==> src/rtl/aes_ctr_stream.sv <==
// aes_ctr_stream
// CTR-mode streaming front-end for an AES encrypt core. Each 128-bit data
// block accepted on the input stream causes one counter block to be issued to
// the core. The returned keystream is XORed with the buffered block and the
// result is presented on the output stream. Only one block is in flight at a
// time. Traffic is gated on key expansion and on a prior counter load, and a
// core that never answers is detected with a timeout.
//
// Ports
//   clk, reset            clock, asynchronous active-high reset
//   cfg_load, cfg_iv      load pulse and initial counter block (nonce + counter)
//   key_ready             key expansion complete (AES.key_exp_status)
//   in_valid/in_ready     input stream handshake; in_data, in_last payload
//   out_valid/out_ready   output stream handshake; out_data, out_last payload
//   aes_start, aes_pt     start pulse and counter block to the core
//   aes_done, aes_ct      core ready and keystream from the core
//   err                   sticky timeout flag, cleared by cfg_load
//   busy                  high whenever a block is in flight
module aes_ctr_stream #(
    parameter int CTR_WIDTH = 32,
    parameter int TIMEOUT   = 64
) (
    input  logic         clk,
    input  logic         reset,
    input  logic         cfg_load,
    input  logic [127:0] cfg_iv,
    input  logic         key_ready,
    input  logic         in_valid,
    output logic         in_ready,
    input  logic [127:0] in_data,
    input  logic         in_last,
    output logic         out_valid,
    input  logic         out_ready,
    output logic [127:0] out_data,
    output logic         out_last,
    output logic         aes_start,
    output logic [127:0] aes_pt,
    input  logic         aes_done,
    input  logic [127:0] aes_ct,
    output logic         err,
    output logic         busy
);

    localparam int TW = $clog2(TIMEOUT + 1);

    typedef enum logic [1:0] {IDLE, ISSUE, WAIT, HOLD} state_t;

    state_t        state_q, state_d;
    logic [127:0]  ctr_q, ctr_d;
    logic [127:0]  data_q, data_d;
    logic [127:0]  out_data_q, out_data_d;
    logic          last_q, last_d;
    logic          out_last_q, out_last_d;
    logic          armed_q, armed_d;
    logic          err_q, err_d;
    logic [TW-1:0] timer_q, timer_d;

    logic          accept;
    logic          done_seen;
    logic          timed_out;

    assign accept    = in_valid & in_ready;
    // The first WAIT cycle (timer still zero) is blanked: the core's ready
    // may still be asserted from the previous block.
    assign done_seen = (timer_q != '0) & aes_done;
    // Last WAIT cycle before giving up on the core.
    assign timed_out = ~done_seen & (timer_q == TW'(TIMEOUT - 1));

    // State and datapath registers
    always_ff @(posedge clk or posedge reset) begin
        if (reset) begin
            state_q    <= IDLE;
            ctr_q      <= '0;
            data_q     <= '0;
            out_data_q <= '0;
            last_q     <= 1'b0;
            out_last_q <= 1'b0;
            armed_q    <= 1'b0;
            err_q      <= 1'b0;
            timer_q    <= '0;
        end else begin
            state_q    <= state_d;
            ctr_q      <= ctr_d;
            data_q     <= data_d;
            out_data_q <= out_data_d;
            last_q     <= last_d;
            out_last_q <= out_last_d;
            armed_q    <= armed_d;
            err_q      <= err_d;
            timer_q    <= timer_d;
        end
    end

    // Next-state logic
    always_comb begin
        state_d = state_q;
        case (state_q)
            IDLE:    if (accept) state_d = ISSUE;
            ISSUE:   state_d = WAIT;
            WAIT: begin
                if (done_seen)      state_d = HOLD;
                else if (timed_out) state_d = IDLE;
            end
            HOLD:    if (out_ready) state_d = IDLE;
            default: state_d = IDLE;
        endcase
    end

    // Datapath next values
    always_comb begin
        ctr_d      = ctr_q;
        data_d     = data_q;
        last_d     = last_q;
        out_data_d = out_data_q;
        out_last_d = out_last_q;
        armed_d    = armed_q;
        err_d      = err_q;
        timer_d    = timer_q;
        case (state_q)
            IDLE: begin
                // cfg_load masks in_ready, so load and accept never coincide.
                if (cfg_load) begin
                    ctr_d   = cfg_iv;
                    err_d   = 1'b0;
                    armed_d = 1'b1;
                end
                if (accept) begin
                    data_d = in_data;
                    last_d = in_last;
                end
            end
            ISSUE: timer_d = '0;
            WAIT: begin
                if (done_seen) begin
                    out_data_d = data_q ^ aes_ct;
                    out_last_d = last_q;
                    // Only the low field counts; the nonce above it never
                    // receives a carry.
                    ctr_d[CTR_WIDTH-1:0] = ctr_q[CTR_WIDTH-1:0] + CTR_WIDTH'(1);
                end else if (timed_out) begin
                    err_d   = 1'b1;
                    armed_d = 1'b0;
                end else begin
                    timer_d = timer_q + TW'(1);
                end
            end
            HOLD: begin
                if (out_ready && out_last_q) armed_d = 1'b0;
            end
            default: ;
        endcase
    end

    // State-decoded outputs
    always_comb begin
        in_ready  = (state_q == IDLE) & armed_q & key_ready & ~cfg_load;
        out_valid = (state_q == HOLD);
        aes_start = (state_q == ISSUE);
        busy      = (state_q != IDLE);
    end

    assign out_data = out_data_q;
    assign out_last = out_last_q;
    assign aes_pt   = ctr_q;
    assign err      = err_q;

endmodule
==> config.mk <==
export PLATFORM = sky130hd
export DESIGN_NAME = aes_ctr_stream
export DESIGN_NICKNAME = d
export VERILOG_FILES = /design/src/rtl/aes_ctr_stream.sv
export SDC_FILE = /design/constraint.sdc
export NUM_CORES = 1
export LEC_CHECK = 0
export CAP_MARGIN = 10
export CORE_AREA = 5 5 250 252
export CTS_BUF_LIST = sky130_fd_sc_hd__clkbuf_16
export CTS_CLUSTER_DIAMETER = 40
export DETAILED_ROUTE_END_ITERATION = 16
export DIE_AREA = 0 0 255 257
export SYNTH_ARGS = -nofsm -noshare
export SYNTH_HDL_FRONTEND = slang
export SYNTH_SLANG_ARGS = --single-unit
==> constraint.sdc <==
create_clock -name clk -period 14.38 [get_ports clk]
set_input_delay 2.876 -clock clk [delete_from_list [all_inputs] [get_ports clk]]
set_output_delay 2.876 -clock clk [all_outputs]
set_load 0.005 [all_outputs]
==> metrics <==
post-synthesis compound-gate area fraction=0.08392; Rows=90; unrepaired setup endpoints after global routing=no; post-synthesis xor/xnor area fraction=0.06750; slowest stage cell, crit path=clkdlybuf4s50_1; synthesized net count=1,930; global route overflow=0; maximum vdd drop=0.1026 mV; routed vias=13,481; DR iter-0 viols=581; Leak=11.26 nW; top_reg_cell synth=dfrtp_1; worst hold path cell count=2; final cycle utilization of the critical path=0.4921; cts bufs inserted=70; Hold Crit Class=flip-flop to flip-flop; setup TNS=0 ps; fin. max-slew vios=0; Fin Clk Skew=22.42 ps; CTS H-tree depth=3; mux share of post-synthesis cell area=0.08964; Tmin final=7076 ps; asr flop ratio synth=1.000; synth top area cells=dfrtp_1, nand2_1, mux2_2, xnor2_1, o21ai_1; number of flops mapped to enable cells by yosys=0; CTS tree=built; final hold violation count=0; CP Buf/Inv Count=2; WL per Instance=17.66 microns; Clock transition at path regs=50 ps; crit path capture type=primary output; CTS Hold Buffers Added=0; Worst-Margin Slew=1081 ps; crit path from=key_ready; FF-to-FF setup slack=10,590 ps; Clock Sinks=397; hold endpoint=aes_pt[83]$_DFFE_PP0P_; worst setup path class=input pin to primary output; Die Width=255 microns; CTS max path bufs=3; most numerous cell in the Yosys netlist=nand2_1; worst-skew pair later-pin latency=590 ps; first-pass GRT wire length=80,470 microns; sequential fraction of the synthesis area=0.5981; gpl congestion=0.8407; main combinational cell family by area after synthesis=simple AND/OR/NAND/NOR gates; Area Growth Syn to Fin=57.63%; multi-input logic area=6264 sq um; FF+latch count, synth=397; top-area cell type share of the netlist area=0.5981; CTS resizes=0; Tot GR Track Use=0.1559; Cell Area, Synth=16,610 sq um; Hold Startpoint=aes_pt[83]$_DFFE_PP0P_; top post-synthesis cells by count=nand2_1, dfrtp_1, mux2_2, xnor2_1, o21ai_1; status=finished, final reports clean; Crit Path Max Fanout=2; adder-cell share of the synthesized area=0.002260; dpl hpwl=39,620 microns; Power Dens Cells=218.4 nW/um^2; area leader, netlist=dfrtp_1; CP cell instances=clkdlybuf4s50_1 > nand3_1 > nor2_1 > clkdlybuf4s50_1; post-synth cell types=55; drt pass-1 iters=5; pin count of the biggest net entering global routing=138; setup violators final=0; Worst R2R Path Depth=7; max cap viols=0; r2r endpoint=out_data[82]$_DFFE_PP0P_; Rel. slew slack=0.2791; CTS root buffer=clkbuf_16; most frequent CP cell=clkdlybuf4s50_1; Final ANT Viol Nets=0; core area=59,910 sq um; syn_area_per_cell=10.82 sq um; num ports=654; Setup Buffers After CTS=0; Max Freq=0.1413 GHz; Via density=4.448; CP max stage delay=550 ps; Critical Path Start Type=input pin; die area=65,540 sq um; utilization after layout=0.4371; DR DRC count=0; final wirelength=53,540 microns; chip height=257 microns; Synth warnings=0; Mapped Cells=1,535; CP top delay family=buffers and inverters; Reg area=9935 sq um; starting density of the core=0.2773; Synth Area in Simple Gates=0.1323; antenna violations before repair=12; vias in the first global route=13,986; Arr. time, crit path=4200 ps; CP required=11,500 ps; worst r2r src=timer_q[0]$_DFFE_PP0P_; layout cells sized above 1=0.1195; PortBufs=653; Nets=2,583; FILL cells=5,653
## worst max-delay path by stage
stage | to | slack (ps) | cells after the start
global route | in_ready | 7250 | 4
global placement | in_ready | 7280 | 4
floorplan | aes_pt[0]$_DFFE_PP0P_ | 460 | 1
detailed placement | in_ready | 7290 | 4
finish | in_ready | 7300 | 4
CTS | in_ready | 7290 | 4
## cells in the final DEF (no fill, tap or decap), drive strengths merged, types with 9 or more instances in the layout
| cell | netlist | layout |
|---|---|---|
| nand2 | 450 | 450 |
| nand3 | 18 | 18 |
| xnor2 | 128 | 128 |
| a21oi | 40 | 40 |
| clkdlybuf4s50 | 0 | 653 |
| dfrtp | 397 | 397 |
| clkbuf | 45 | 70 |
| buf | 38 | 11 |
| inv | 12 | 31 |
| nor2 | 20 | 20 |
| o22ai | 9 | 9 |
| clkinv | 0 | 27 |
| mux2 | 131 | 131 |
| o21ai | 153 | 153 |
| nand4 | 18 | 18 |
## per-stage QoR
stage	cells	total power [W]	hold WS, ps	setup slack [ps]	area, sq um
after floorplan	1535	0.003014	449.4	464.6	16610
after global placement	2898	0.004085	457.0	7279	23850
after detailed placement	2898	0.004150	462.5	7288	23850
after CTS	3024	0.005807	470.2	7292	26170
after global routing	3028	0.006105	486.3	7253	26180
final	3031	0.005719	466.8	7304	26180
## state kept, by name, summed over array words and instances, names as in the netlist
| name | count |
|---|---|
| out_last | 1 |
| armed_q | 1 |
| state_q | 2 |
| out_data | 128 |
| err | 1 |
| data_q | 128 |
| aes_pt | 128 |
| timer_q | 7 |
| last_q | 1 |
## cell families (layout without fill, tap and decap cells)
kind of cell | count (synthesis) | after routing
compound gates | 243 | 243
xor+xnor | 128 | 128
fa+ha+maj | 3 | 3
buf+inv | 95 | 802
flops | 397 | 397
mux | 132 | 132
other cells | 0 | 7
simple gates | 537 | 537
## area by class of cell
class,instances,share of cell area
timing repair buffer,664,0.2528
antenna,7,0.0006690
clock inverter,56,0.02160
clock buffer,70,0.06690
sequential,397,0.3794
inverter,12,0.002007
multi-input combinational,1043,0.2392
tap,782,0.03737
## per-layer routing
metal | wire length, microns | GRT usage | share of wire
met3 | 5734 | 0.06625 | 0.11
met5 | 27 | 0 | 0.00050
met4 | 1487 | 0.05742 | 0.028
met1 | 19520 | 0.1696 | 0.36
met2 | 26780 | 0.2702 | 0.50
## worst register-to-register path: stages (launching register included)
cell and delay [ps]:
dfrtp_1 400, inv_1 70, ha_1 130, or4b_4 490
o311ai_4 690, buf_4 840, buf_4 760, o21ai_0 270
## where the power goes
group          switching, W  total (W)  internal [W]
clock network      0.000600    0.00162       0.00101
registers          0.000366    0.00202       0.00166
logic              0.000895    0.00208       0.00119
Note: power is estimated with default switching activity, not from simulation.
